<file path="src/rtl/muldiv_seq_pkg.sv">
// Shared definitions for the sequential multiply/divide unit: ALU control codes,
// operation codes, FSM states and small op-decoding helpers.
package muldiv_seq_pkg;

  localparam logic [2:0] ALU_ADD  = 3'b000;
  localparam logic [2:0] ALU_SUB  = 3'b100;
  localparam logic [2:0] ALU_OR   = 3'b010;
  localparam logic [2:0] ALU_SLT  = 3'b111;
  localparam logic [2:0] ALU_SLTU = 3'b110;

  typedef enum logic [1:0] {
    OP_MULTU = 2'b00,
    OP_DIVU  = 2'b01,
    OP_MULT  = 2'b10,
    OP_DIV   = 2'b11
  } op_e;

  typedef enum logic [2:0] {
    S_IDLE = 3'd0,
    S_PREP = 3'd1,
    S_ITER = 3'd2,
    S_FIX  = 3'd3,
    S_DONE = 3'd4
  } state_e;

  function automatic logic op_is_div(input op_e o);
    return (o == OP_DIVU) || (o == OP_DIV);
  endfunction

  function automatic logic op_is_signed(input op_e o);
    return (o == OP_MULT) || (o == OP_DIV);
  endfunction

endpackage

</file>
<file path="src/rtl/muldiv_signfix.sv">
// Sign handling for muldiv_seq: operand magnitudes on entry and the final
// conditional negation of the 64-bit product or the quotient/remainder pair.
module muldiv_signfix #(
  parameter int unsigned WIDTH = 32
) (
  input  logic             is_signed_i,
  input  logic             is_div_i,
  input  logic             neg_res_i,
  input  logic             neg_rem_i,
  input  logic [WIDTH-1:0] rs_i,
  input  logic [WIDTH-1:0] rt_i,
  input  logic [WIDTH-1:0] res_hi_i,
  input  logic [WIDTH-1:0] res_lo_i,
  output logic [WIDTH-1:0] abs_rs_o,
  output logic [WIDTH-1:0] abs_rt_o,
  output logic [WIDTH-1:0] fix_hi_o,
  output logic [WIDTH-1:0] fix_lo_o
);

  logic [2*WIDTH-1:0] prod;
  logic [2*WIDTH-1:0] prod_neg;

  always_comb begin
    abs_rs_o = (is_signed_i && rs_i[WIDTH-1]) ? (~rs_i + 1'b1) : rs_i;
    abs_rt_o = (is_signed_i && rt_i[WIDTH-1]) ? (~rt_i + 1'b1) : rt_i;
  end

  always_comb begin
    prod     = {res_hi_i, res_lo_i};
    prod_neg = ~prod + 1'b1;
    fix_hi_o = res_hi_i;
    fix_lo_o = res_lo_i;
    if (is_div_i) begin
      // Quotient follows the operand signs, remainder follows the dividend.
      if (neg_rem_i) fix_hi_o = ~res_hi_i + 1'b1;
      if (neg_res_i) fix_lo_o = ~res_lo_i + 1'b1;
    end else if (neg_res_i) begin
      {fix_hi_o, fix_lo_o} = prod_neg;
    end
  end

endmodule

</file>
<file path="src/rtl/muldiv_seq.sv">
// Multi-cycle MULT/MULTU/DIV/DIVU unit that borrows the shared ALU for one
// add/sub per iteration (shift-add multiply, restoring divide) into HI/LO.
module muldiv_seq #(
  parameter int unsigned WIDTH     = 32,
  parameter bit          ZDIV_FAST = 1'b1
) (
  input  logic             clk,
  input  logic             reset,
  input  logic             start,
  input  logic [1:0]       op,
  input  logic [WIDTH-1:0] rs,
  input  logic [WIDTH-1:0] rt,
  input  logic             flush,
  output logic             busy,
  output logic             done,
  output logic [WIDTH-1:0] hi,
  output logic [WIDTH-1:0] lo,
  output logic             alu_own,
  output logic [WIDTH-1:0] alu_a,
  output logic [WIDTH-1:0] alu_b,
  output logic [2:0]       alu_ctr,
  input  logic [WIDTH-1:0] alu_result
);
  import muldiv_seq_pkg::*;

  localparam int unsigned   CW   = $clog2(WIDTH + 1);
  localparam logic [CW-1:0] LAST = CW'(WIDTH - 1);

  state_e           state_q;
  op_e              op_q;
  logic [CW-1:0]    cnt_q;
  logic [WIDTH-1:0] rs_q, rt_q;
  logic [WIDTH-1:0] acc_hi_q, acc_lo_q, opnd_q;
  logic [WIDTH-1:0] hi_q, lo_q;
  logic             neg_res_q, neg_rem_q;
  logic             busy_q, done_q, own_q;

  logic             is_div, is_signed, zdiv;
  logic [WIDTH-1:0] abs_rs, abs_rt, fix_hi, fix_lo;
  logic [WIDTH-1:0] acc_hi_d, acc_lo_d;
  logic [WIDTH:0]   rem_sh, mul_sum;
  logic             carry, take;

  assign is_div    = op_is_div(op_q);
  assign is_signed = op_is_signed(op_q);
  assign zdiv      = ZDIV_FAST && is_div && (rt_q == '0);

  assign busy    = busy_q;
  assign done    = done_q;
  assign hi      = hi_q;
  assign lo      = lo_q;
  assign alu_own = own_q;

  muldiv_signfix #(
    .WIDTH(WIDTH)
  ) u_signfix (
    .is_signed_i (is_signed),
    .is_div_i    (is_div),
    .neg_res_i   (neg_res_q),
    .neg_rem_i   (neg_rem_q),
    .rs_i        (rs_q),
    .rt_i        (rt_q),
    .res_hi_i    (acc_hi_q),
    .res_lo_i    (acc_lo_q),
    .abs_rs_o    (abs_rs),
    .abs_rt_o    (abs_rt),
    .fix_hi_o    (fix_hi),
    .fix_lo_o    (fix_lo)
  );

  // ALU drive is only non-zero while the unit owns the ALU.
  always_comb begin
    alu_a   = '0;
    alu_b   = '0;
    alu_ctr = ALU_ADD;
    if (state_q == S_ITER) begin
      alu_a   = is_div ? rem_sh[WIDTH-1:0] : acc_hi_q;
      alu_b   = opnd_q;
      alu_ctr = is_div ? ALU_SUB : ALU_ADD;
    end
  end

  // acc_hi/acc_lo hold {partial product, multiplier} or {remainder, quotient}.
  always_comb begin
    rem_sh  = {acc_hi_q, acc_lo_q[WIDTH-1]};
    carry   = alu_result < alu_a;
    take    = rem_sh[WIDTH] | (rem_sh >= {1'b0, opnd_q});
    mul_sum = acc_lo_q[0] ? {carry, alu_result} : {1'b0, acc_hi_q};
    if (is_div) begin
      acc_hi_d = take ? alu_result : rem_sh[WIDTH-1:0];
      acc_lo_d = {acc_lo_q[WIDTH-2:0], take};
    end else begin
      acc_hi_d = mul_sum[WIDTH:1];
      acc_lo_d = {mul_sum[0], acc_lo_q[WIDTH-1:1]};
    end
  end

  always_ff @(posedge clk or posedge reset) begin
    if (reset) begin
      state_q   <= S_IDLE;
      op_q      <= OP_MULTU;
      cnt_q     <= '0;
      rs_q      <= '0;
      rt_q      <= '0;
      acc_hi_q  <= '0;
      acc_lo_q  <= '0;
      opnd_q    <= '0;
      hi_q      <= '0;
      lo_q      <= '0;
      neg_res_q <= 1'b0;
      neg_rem_q <= 1'b0;
      busy_q    <= 1'b0;
      done_q    <= 1'b0;
      own_q     <= 1'b0;
    end else begin
      done_q <= 1'b0;
      case (state_q)
        S_IDLE: begin
          if (start) begin
            op_q    <= op_e'(op);
            rs_q    <= rs;
            rt_q    <= rt;
            busy_q  <= 1'b1;
            state_q <= S_PREP;
          end
        end
        S_PREP: begin
          if (flush) begin
            busy_q  <= 1'b0;
            state_q <= S_IDLE;
          end else if (zdiv) begin
            hi_q    <= rs_q;
            lo_q    <= '1;
            done_q  <= 1'b1;
            state_q <= S_DONE;
          end else begin
            neg_res_q <= is_signed & (rs_q[WIDTH-1] ^ rt_q[WIDTH-1]);
            neg_rem_q <= is_signed & rs_q[WIDTH-1];
            acc_hi_q  <= '0;
            acc_lo_q  <= is_div ? abs_rs : abs_rt;
            opnd_q    <= is_div ? abs_rt : abs_rs;
            cnt_q     <= '0;
            own_q     <= 1'b1;
            state_q   <= S_ITER;
          end
        end
        S_ITER: begin
          if (flush) begin
            busy_q  <= 1'b0;
            own_q   <= 1'b0;
            cnt_q   <= '0;
            state_q <= S_IDLE;
          end else begin
            acc_hi_q <= acc_hi_d;
            acc_lo_q <= acc_lo_d;
            if (cnt_q == LAST) begin
              cnt_q   <= '0;
              own_q   <= 1'b0;
              state_q <= S_FIX;
            end else begin
              cnt_q <= cnt_q + 1'b1;
            end
          end
        end
        S_FIX: begin
          if (flush) begin
            busy_q  <= 1'b0;
            state_q <= S_IDLE;
          end else begin
            hi_q    <= fix_hi;
            lo_q    <= fix_lo;
            done_q  <= 1'b1;
            state_q <= S_DONE;
          end
        end
        S_DONE: begin
          busy_q  <= 1'b0;
          state_q <= S_IDLE;
        end
        default: begin
          busy_q  <= 1'b0;
          own_q   <= 1'b0;
          state_q <= S_IDLE;
        end
      endcase
    end
  end

endmodule

</file>
<file path="config.mk">
export PLATFORM = sky130hd
export DESIGN_NAME = muldiv_seq
export DESIGN_NICKNAME = d
export VERILOG_FILES = /design/src/rtl/muldiv_seq_pkg.sv /design/src/rtl/muldiv_signfix.sv /design/src/rtl/muldiv_seq.sv
export SDC_FILE = /design/constraint.sdc
export NUM_CORES = 1
export LEC_CHECK = 0
export BUFFER_PORTS_ARGS = -buffer_cell sky130_fd_sc_hd__buf_4
export CORE_MARGIN = 5
export CORE_UTILIZATION = 45
export DETAILED_ROUTE_END_ITERATION = 6
export GPL_ROUTABILITY_DRIVEN = 1
export GPL_TIMING_DRIVEN = 0
export MAX_ROUTING_LAYER = met4
export PLACE_DENSITY = 0.79
export REMOVE_ABC_BUFFERS = 1
export SYNTH_ARGS = -nofsm -noshare
export SYNTH_HDL_FRONTEND = slang
export SYNTH_SLANG_ARGS = --single-unit
</file>
<file path="constraint.sdc">
create_clock -name clk -period 8.21 [get_ports clk]
set_input_delay 1.642 -clock clk [delete_from_list [all_inputs] [get_ports clk]]
set_output_delay 1.642 -clock clk [all_outputs]
set_load 0.01 [all_outputs]
</file>
==> run_results.csv, run 1 <==
group,metric,value,unit
sta,tightest_slew,1.46,ns
logic_synthesis,synth_cell_type_count,73,
logic_synthesis,yosys_warnings,0,
setup_path,worstSetupPathDepth,7,
setup_path,path_cells,"nor2b_1, and2_1, nand2b_1, o31a_2, inv_2, nand3_1, o211ai_1",
setup_path,critPathLaunch,"state_q[0]$_DFFE_PP0P_",
logic_synthesis,async_flop_share,1.00,
place,gp_congestion,0.955,
logic_synthesis,syn_area_per_cell,8.64,um^2
global_route,grt_busiest_layer,"met2",
drt,drt_iter0_markers,1599,
hold_path,hold_start,"lo[8]$_DFFE_PP0P_",
floorplan,fp.dieH,201,um
clocking,cts_htree_levels,1,
sta,tns,0,ns
global_route,track_usage,0.277,
setup_path,crit_path_max_incr_delay,1.07,ns
setup_path,start_kind,"flip-flop",
sta,finalHoldViolations,0,
clocking,clockBufferDepth,3,
setup_path,cp_max_fo,72,
sta,rsz0062_at_grt,"no",
setup_path,worst-setup-path-type,"reg2reg",
global_route,grt_pass1_vias,15119,
setup_path,end_kind,"flip-flop",
clocking,cts_setup_buffers,0,
drt,wire_per_inst,22.5,um
clocking,cts-hold-fix-buffers,0,
logic_synthesis,syn_inst,1907,
setup_path,critPathBufInv,1,
floorplan,floorplan.die_area,40600,um^2
global_route,grt_pass1_wl,87900,um
cells_and_area,regArea,6010,um^2
logic_synthesis,synthFlopType,"dfrtp_1",
place,portBuffers,233,
hold_path,hold_path_depth,2,
clocking,clock-root-buffer,"clkbuf_16",
sta,finalWorstSetupSlack,3.23,ns
global_route,grtUsageMet1,0.378,
place,hpwl,41800,um
setup_path,timing.rr.start,"state_q[0]$_DFFE_PP0P_",
setup_path,cpMaxStageDelayCell,"nand2b_1",
global_route,met3_usage,0.0413,
clocking,cts_sinks,240,
global_route,gr-total-overflow,0,
setup_path,required,8.68,ns
sta,finalClockSkew,0.0279,ns
drt,via_per_inst,6.17,
logic_synthesis,synth-edff-count,0,
floorplan,core-area,36300,um^2
pwr,ir_drop,0.000241,V
drt,dr.pass1.iters,6,
sta,drv_slew,0,
setup_path,cp-endpoint,"hi[14]$_DFFE_PP0P_",
place,placed_cell_area,18600,um^2
cells_and_area,stdcell_area,19500,um^2
cells_and_area,fillers,3274,
clocking,cts_tree,"built",
clocking,insertion_delay,0.57,ns
logic_synthesis,ys_seq_area_frac,0.364,
drt,dr_total_vias,15603,
hold_path,hold_path.class,"reg2reg",
run,cap_violations,0,
clocking,numCtsBuffers,27,
clocking,cts_resized,0,
clocking,clk_pin_slew,0.06,ns
setup_path,rrSetupSlack,3.23,ns
floorplan,rows,70,
place,place_ws,3.24,ns
floorplan,die_w,201,um
cells_and_area,area_growth,18.2,%
sta,period_share,0.607,
sta,maxSlewHeadroom,0.0267,
status,status,"completed",
floorplan,ioPinCount,236,
setup_path,cp_top_family,"simple AND/OR/NAND/NOR gates",
drt,final_antenna_net_count,0,
sta,timing.fmax,0.201,GHz
setup_path,reg2reg_to,"hi[14]$_DFFE_PP0P_",
pwr,p_per_area,424,nW/um^2
cells_and_area,drive_above_1_share,0.209,
logic_synthesis,netlist_area,16500,um^2
drt,totalWireLength,56800,um
floorplan,start_util,0.454,
global_route,grt_max_degree,129,
cells_and_area,num_antenna_cells,0,
setup_path,critPathArrivalTime,5.45,ns
sta,setup_viol,0,
global_route,grt_util_met2,0.426,
drt,route.detailed.drc,0,
cells_and_area,multi_input_area,9610,um^2
pwr,power.leakage,8.73,nW
sta,period_minus_slack,4.98,ns
setup_path,worst_r2r_path_depth,7,
global_route,antenna_found_initial,0,
cells_and_area,fin_nets,2211,
logic_synthesis,ys_ff_latch,240,
## report_power, final
part / total (mW) / switching (mW) / internal, mW
Clock: 1.20 / 0.506 / 0.689
Combinational: 4.42 / 2.53 / 1.89
Sequential: 2.65 / 0.930 / 1.72
## routing by layer
metal  part of all wire  vias up
met1               0.43     7610
met2               0.46      725
met3              0.071      144
li1                   -     7124
met4              0.039        0
met5                  0        -
## how the worst min path moves through the flow
stage | slack (ns) | to
after floorplan | 0.45 | opnd_q[10]$_DFFE_PP0P_
after global placement | 0.45 | lo[8]$_DFFE_PP0P_
after detailed placement | 0.47 | lo[8]$_DFFE_PP0P_
after CTS | 0.48 | lo[8]$_DFFE_PP0P_
after global routing | 0.51 | opnd_q[24]$_DFFE_PP0P_
final | 0.48 | lo[8]$_DFFE_PP0P_
## state kept, by name, summed over array words and instances, names as in the netlist, 2 cells and up
signal    cells
lo           32
cnt_q         6
acc_lo_q     32
state_q       3
op_q          2
hi           32
rt_q         32
opnd_q       32
rs_q         32
acc_hi_q     32
## placed cells by master (no fill, tap or decap), types with 47 or more instances in the layout
| cell type | n |
|---|---|
| a21oi_1 | 123 |
| buf_4 | 241 |
| dfrtp_1 | 238 |
| ha_1 | 68 |
| inv_1 | 81 |
| mux2_2 | 93 |
| mux2i_1 | 47 |
| nand2_1 | 196 |
| nor2_1 | 158 |
| nor3_1 | 47 |
| nor4_1 | 48 |
| o21ai_0 | 136 |
| xnor2_1 | 59 |
| xor2_1 | 61 |
## synth_stat cells, types with 5 or more instances
library cell	count	share of area
dfrtp_1	240	0.36
nand2_1	197	0.045
nor2_1	160	0.036
o21ai_0	136	0.041
a21oi_1	124	0.038
clkbuf_1	115	0.026
mux2_2	93	0.064
inv_1	82	0.019
ha_1	68	0.052
xor2_1	61	0.032
xnor2_1	59	0.031
nor4_1	48	0.018
mux2i_1	47	0.029
nor3_1	47	0.014
o211ai_1	30	0.014
nand4b_1	29	0.015
nand3_1	28	0.0085
o31ai_1	27	0.012
a211oi_1	26	0.012
a31oi_1	22	0.0083
and3_1	20	0.0076
buf_2	20	0.0061
and2_1	18	0.0068
nor2b_1	18	0.0068
nand4_1	15	0.0057
o221ai_1	15	0.0080
or4_1	14	0.0064
a221o_1	12	0.0073
o41ai_1	12	0.0064
buf_1	11	0.0025
nand2b_1	10	0.0038
a21o_1	9	0.0041
or4_4	8	0.0055
or3_1	7	0.0027
o21a_1	6	0.0027
buf_4	5	0.0023
nor3b_1	5	0.0023
o22ai_1	5	0.0019
## tightest hold or removal path, cell delays in order, from the launching register on
cell     delay (ns)
dfrtp_1        0.34
nand2_1        0.06
nand2_1        0.05
## stage by stage
step | std cells | hold slack (ns) | util | total power [mW]
floorplan | 1756 | 0.450 | - | 5.30
global placement | 2457 | 0.455 | 0.501 | 6.85
detailed placement | 2480 | 0.469 | 0.512 | 6.98
CTS | 2527 | 0.481 | 0.536 | 8.20
global route | 2527 | 0.509 | 0.536 | 8.82
finish | 2527 | 0.478 | 0.536 | 8.26
## cells by family after synthesis
kind of cell	after synthesis	synth area share
xor+xnor	120	0.0638
fa+ha+maj	68	0.0516
buf+inv	236	0.0569
mux	140	0.0921
simple gates	642	0.196
other cells	1	0.000227
flops	240	0.364
compound gates	460	0.175
## cell type report
| cell class | count | share of cell area |
|---|---|---|
| multi-input cells | 1432 | 0.493 |
| flip-flops and latches | 240 | 0.309 |
| repair buffers | 256 | 0.108 |
| clock buffers | 42 | 0.0407 |
| well taps | 468 | 0.0301 |
| inverters | 84 | 0.0166 |
| clock inverters | 5 | 0.00295 |
Note: power is estimated with default switching activity, not from simulation.
==> run 2: changes to the inputs <==
--- a/config.mk
+++ b/config.mk
@@ -5,6 +5,7 @@
 export SDC_FILE = /design/constraint.sdc
 export NUM_CORES = 1
 export LEC_CHECK = 0
+export ABC_AREA = 1
 export BUFFER_PORTS_ARGS = -buffer_cell sky130_fd_sc_hd__buf_4
 export CORE_MARGIN = 5
 export CORE_UTILIZATION = 45
@@ -12,7 +13,7 @@
 export GPL_ROUTABILITY_DRIVEN = 1
 export GPL_TIMING_DRIVEN = 0
 export MAX_ROUTING_LAYER = met4
-export PLACE_DENSITY = 0.79
+export PLACE_DENSITY = 0.76
 export REMOVE_ABC_BUFFERS = 1
 export SYNTH_ARGS = -nofsm -noshare
 export SYNTH_HDL_FRONTEND = slang
==> constraint.sdc (replaced) <==
create_clock -name clk -period 4.9 [get_ports clk]
set_input_delay 0.98 -clock clk [delete_from_list [all_inputs] [get_ports clk]]
set_output_delay 0.98 -clock clk [all_outputs]
set_load 0.01 [all_outputs]
==> run_results.csv, run 2 <==
group,metric,value,unit
status,status,"completed",
setup_path,cp_top_family,"buffers and inverters",
place,gp_congestion,1.02,
drt,totalWireLength,74800,um
cells_and_area,multi_input_area,10500,um^2
logic_synthesis,synth_top_cell_by_area,"dfrtp_1",
pwr,comb_power_share,0.583,
cells_and_area,drive_above_1_share,0.117,
pwr,power_frac_seq,0.273,
sta,maxSlewHeadroom,0.145,
floorplan,core-area,39800,um^2
setup_path,critPathArrivalTime,4.66,ns
drt,dr.pass1.iters,7,
clocking,cts_sinks,240,
setup_path,start_kind,"flip-flop",
cells_and_area,regArea,6010,um^2
sta,period_share,0.850,
logic_synthesis,synthMuxAreaShare,0.00310,
logic_synthesis,yosysMostFrequentCell,"nand2_1",
clocking,cts_resized,0,
clocking,insertion_delay,0.58,ns
floorplan,rows,73,
global_route,gr-total-overflow,0,
logic_synthesis,synth-edff-count,0,
place,place_ws,0.477,ns
drt,drt_iter0_markers,2041,
drt,wire_per_inst,21.6,um
pwr,p_per_area,687,nW/um^2
clocking,cts_htree_levels,1,
logic_synthesis,synthFlopType,"dfrtp_1",
logic_synthesis,synth_area_leaders,"dfrtp_1 (33%), nand2_1 (15%), nor2_1 (7.9%)",
logic_synthesis,synth_xor_area_frac,0.0265,
drt,via_per_inst,5.72,
logic_synthesis,netlist_top_cells_count,"nand2_1 (708), nor2_1 (381), inv_1 (290), dfrtp_1 (240), a21oi_1 (221)",
drt,route.detailed.drc,0,
global_route,grt_max_degree,129,
setup_path,cpMaxStageDelayCell,"inv_1",
clocking,cts_tree,"built",
setup_path,crit_path_max_incr_delay,0.93,ns
sta,hold-worst-slack,0.422,ns
setup_path,cpMostUsedCell,"nand2_1",
logic_synthesis,yosys.area_share.simple,0.336,
sta,timing.fmax,0.240,GHz
floorplan,die_w,211,um
clocking,clock-root-buffer,"clkbuf_16",
sta,finalHoldViolations,0,
floorplan,ioPinCount,236,
drt,dr_total_vias,19857,
logic_synthesis,ys_seq_area_frac,0.331,
floorplan,start_util,0.456,
setup_path,path_cells,"buf_12, inv_1, nor2_1, inv_1, nand2_1, o21a_1, a21oi_1, nand3_1, o21ai_0, nand2_1, nand2_1",
global_route,grt_pass1_wl,113000,um
logic_synthesis,ys_ff_latch,240,
run,cap_violations,0,
cells_and_area,final_cell_mix,"nand2_1 (708), nor2_1 (379), inv_1 (287)",
pwr,p_int,6.85,mW
sta,tns,0,ns
floorplan,fp.dieH,211,um
setup_path,cp_max_fo,47,
pwr,switching_share,0.531,
sta,period_minus_slack,4.17,ns
cells_and_area,area_growth,17.3,%
sta,drv_slew,0,
place,portBuffers,233,
logic_synthesis,yosys_warnings,0,
logic_synthesis,synth_top_family_by_area,"simple AND/OR/NAND/NOR gates",
pwr,clkPwrFrac,0.144,
drt,final_antenna_net_count,0,
sta,tightest_slew,1.28,ns
place,hpwl,56900,um
logic_synthesis,synth_cell_type_count,48,
global_route,grt_pass1_vias,18927,
setup_path,required,5.40,ns
sta,finalWorstSetupSlack,0.734,ns
setup_path,critPathBufInv,3,
pwr,p_sw,7.76,mW
clocking,clockBufferDepth,3,
hold_path,hold_path.class,"in2async",
floorplan,floorplan.die_area,44400,um^2
logic_synthesis,netlist_area,18100,um^2
global_route,antenna_found_initial,1,
pwr,ir_drop,0.000433,V
global_route,track_usage,0.338,
sta,rsz0062_at_grt,"no",
cells_and_area,fillers,4006,
setup_path,worst-setup-path-type,"reg2reg",
logic_synthesis,syn_inst,2783,
cells_and_area,final_common_cell,"nand2_1",
clocking,clk_pin_slew,0.06,ns
setup_path,end_kind,"flip-flop",
clocking,cts_setup_buffers,0,
pwr,power.total,14.6,mW
sta,setup_viol,0,
cells_and_area,fin_nets,3095,
pwr,power.leakage,10.3,nW
clocking,numCtsBuffers,29,
logic_synthesis,syn_area_per_cell,6.52,um^2
sta,finalClockSkew,0.0182,ns
logic_synthesis,async_flop_share,1.00,
clocking,cts-hold-fix-buffers,0,
logic_synthesis,synth_top_area_frac,0.331,
logic_synthesis,synth-adder-area-share,0.0469,
logic_synthesis,synth_compound_area_frac,0.161,
[run 2: path summary, 6_finish.rpt]
kind / depth (start not counted) / to / from / slack [ns]
setup reg to reg: 11 / hi[25]$_DFFE_PP0P_ / neg_res_q$_DFFE_PP0P_ / 0.73
max in group asynchronous: 3 / acc_hi_q[20]$_DFFE_PP0P_ / reset / 3.51
min in group clk: 2 / hi[25]$_DFFE_PP0P_ / hi[25]$_DFFE_PP0P_ / 0.48
setup / recovery: 11 / hi[25]$_DFFE_PP0P_ / neg_res_q$_DFFE_PP0P_ / 0.73
hold reg to reg: 2 / hi[25]$_DFFE_PP0P_ / hi[25]$_DFFE_PP0P_ / 0.48
hold / removal: 2 / cnt_q[3]$_DFFE_PP0P_ / reset / 0.42
[run 2: logic make-up after synthesis]
logic type | count (synthesis)
adder cells (fa/ha/maj) | 68
other | 1
multiplexers | 5
buffers and inverters | 436
AO/OA/AOI/OAI | 522
flip-flops | 240
AND/OR/NAND/NOR | 1456
XOR/XNOR | 55
[run 2: layer usage]
layer | GRT usage | routed length [um]
met1 | 0.442 | 30900
met2 | 0.525 | 34100
met3 | 0.0475 | 6080
met4 | 0.148 | 3760
met5 | - | 0
[run 2: layout make-up]
type                            instances  area share
Inverter                              297      0.0530
Clock buffer                           46      0.0399
Antenna cell                            1    0.000118
Timing Repair Buffer                  249      0.0996
Tap cell                              525      0.0309
Clock inverter                          4     0.00229
Sequential cell                       240       0.283
Multi-Input combinational cell       2108       0.492
[run 2: power groups by stage]
stage	clock (mW)	combinational, mW	sequential, mW
floorplan	0	5.20	3.79
global placement	0	8.10	4.10
detailed placement	0	8.36	3.97
CTS	2.13	8.40	3.94
global route	2.21	9.42	4.09
finish	2.11	8.51	3.99
[run 2: per-stage QoR]
stage | cells | util | area (um^2)
CTS | 3468 | 0.534 | 21300
global route | 3470 | 0.534 | 21300
global placement | 3403 | 0.501 | 19900
finish | 3470 | 0.534 | 21300
detailed placement | 3418 | 0.511 | 20400
floorplan | 2645 | - | 17500
==> run 3: changes to the inputs <==
--- a/config.mk
+++ b/config.mk
@@ -13,8 +13,8 @@
 export GPL_ROUTABILITY_DRIVEN = 1
 export GPL_TIMING_DRIVEN = 0
 export MAX_ROUTING_LAYER = met4
-export PLACE_DENSITY = 0.76
 export REMOVE_ABC_BUFFERS = 1
 export SYNTH_ARGS = -nofsm -noshare
 export SYNTH_HDL_FRONTEND = slang
 export SYNTH_SLANG_ARGS = --single-unit
+export TNS_END_PERCENT = 20
==> run_results.csv, run 3 (synthesis gave the netlist of run 2 again) <==
group,metric,value,unit
drt,wire_per_inst,22.1,um
drt,dr.pass1.iters,6,
cells_and_area,final_cell_mix,"nand2_1 (708), nor2_1 (379), inv_1 (287)",
global_route,met3_usage,0.0310,
cells_and_area,multi_input_area,10500,um^2
global_route,grtUsageMet1,0.461,
cells_and_area,fillers,4013,
setup_path,start_kind,"flip-flop",
clocking,cts_tree,"built",
sta,maxSlewHeadroom,0.107,
cells_and_area,regArea,6010,um^2
global_route,grt_busiest_layer,"met2",
setup_path,required,5.37,ns
floorplan,fp.dieH,211,um
floorplan,start_util,0.456,
status,status,"completed",
hold_path,hold_path.class,"in2async",
sta,period_share,0.895,
drt,totalWireLength,76600,um
place,hpwl,57900,um
place,gp_congestion,0.968,
cells_and_area,fin_nets,3095,
drt,route.detailed.drc,0,
global_route,antenna_found_initial,0,
setup_path,cp_max_fo,47,
cells_and_area,area_growth,17.5,%
floorplan,rows,73,
run,cap_violations,0,
global_route,grt_max_degree,102,
sta,timing.fmax,0.228,GHz
drt,drt_iter0_markers,2203,
floorplan,die_w,211,um
clocking,cts_setup_buffers,0,
drt,via_per_inst,5.78,
drt,dr_total_vias,20090,
clocking,cts_sinks,240,
clocking,cts-hold-fix-buffers,0,
setup_path,critPathArrivalTime,4.86,ns
global_route,grt_pass1_wl,115000,um
drt,final_antenna_net_count,0,
floorplan,floorplan.die_area,44400,um^2
global_route,grt_util_met2,0.548,
sta,tns,0,ns
place,portBuffers,233,
clocking,insertion_delay,0.60,ns
clocking,clk_pin_slew,0.06,ns
cells_and_area,drive_above_1_share,0.119,
floorplan,core-area,39800,um^2
global_route,grt_pass1_vias,19105,
setup_path,critPathLaunch,"neg_res_q$_DFFE_PP0P_",
setup_path,rrSetupSlack,0.51,ns
clocking,cts_resized,0,
clocking,numCtsBuffers,30,
sta,finalHoldViolations,0,
sta,drv_slew,0,
floorplan,ioPinCount,236,
sta,rsz0062_at_grt,"no",
clocking,clockBufferDepth,3,
pwr,power.leakage,10.3,nW
clocking,clock-root-buffer,"clkbuf_16",
global_route,gr-total-overflow,0,
cells_and_area,final_common_cell,"nand2_1",
setup_path,end_kind,"flip-flop",
setup_path,timing.rr.start,"neg_res_q$_DFFE_PP0P_",
sta,period_minus_slack,4.39,ns
global_route,track_usage,0.345,
setup_path,worst-setup-path-type,"reg2reg",
sta,setup_viol,0,
sta,tightest_slew,1.34,ns
cells_and_area,num_antenna_cells,0,
pwr,p_per_area,693,nW/um^2
pwr,ir_drop,0.000451,V
cells_and_area,finish.utilization,0.536,
clocking,cts_htree_levels,1,
sta,finalClockSkew,0.0307,ns
## run 3: changes by cell type in the layout (fill, tap and decap cells not counted)
| cell | delta |
|---|---|
| inv_6 | -1 |
| clkbuf_8 | +4 |
| clkbuf_16 | +2 |
| diode_2 | -1 |
| buf_8 | +2 |
| buf_12 | -1 |
| buf_16 | -2 |
| clkinv_2 | +2 |
| clkbuf_1 | -2 |
## run 3: metrics by stage
step                setup slack (ns)  total power [mW]  instance area, um^2  hold slack (ns)  std cells
floorplan                      -2.67              8.99                17500            0.449       2645
global placement               -8.28              12.2                19900            0.465       3403
detailed placement             0.515              12.3                20300            0.469       3417
CTS                            0.523              14.6                21300            0.424       3472
global route                   0.264              15.9                21300            0.449       3473
finish                         0.514              14.8                21300            0.410       3473
## run 3: final timing paths
path,endpoint,cells past startpoint
setup / recovery,hi[9]$_DFFE_PP0P_,10
hold / removal,state_q[0]$_DFFE_PP0P_,2
setup reg to reg,hi[9]$_DFFE_PP0P_,10
hold reg to reg,lo[3]$_DFFE_PP0P_,2
max in group asynchronous,done$_DFF_PP0_,3
min in group clk,lo[3]$_DFFE_PP0P_,2
## run 3: area by class of cell
class	count	area share
Clock buffer	50	0.0444
Timing Repair Buffer	248	0.0973
Inverter	297	0.0529
Clock inverter	5	0.00235
Multi-Input combinational cell	2108	0.490
Tap cell	525	0.0308
Sequential cell	240	0.282
## run 3: per-layer routing
layer  vias up  wire (um)
met3       165       5840
met2       964      35300
met1      9566      32200
met4         0       3280
li1       9395          -
met5         -          0
## run 3: critical path: stages (launching register included)
cell and delay [ns]:
dfrtp_2 0.98, inv_1 0.85, nor2_1 0.91, inv_1 0.23, nand2_1 0.44, o21a_1 0.19
a21oi_1 0.08, nand3_1 0.12, nand3_1 0.17, o211ai_1 0.18, nand2_1 0.08
## run 3: report_power, final
part | switching, mW | internal (mW)
Combinational | 5.71 | 2.74
Clock | 0.925 | 1.35
Sequential | 1.19 | 2.87
Total | 7.83 | 6.96
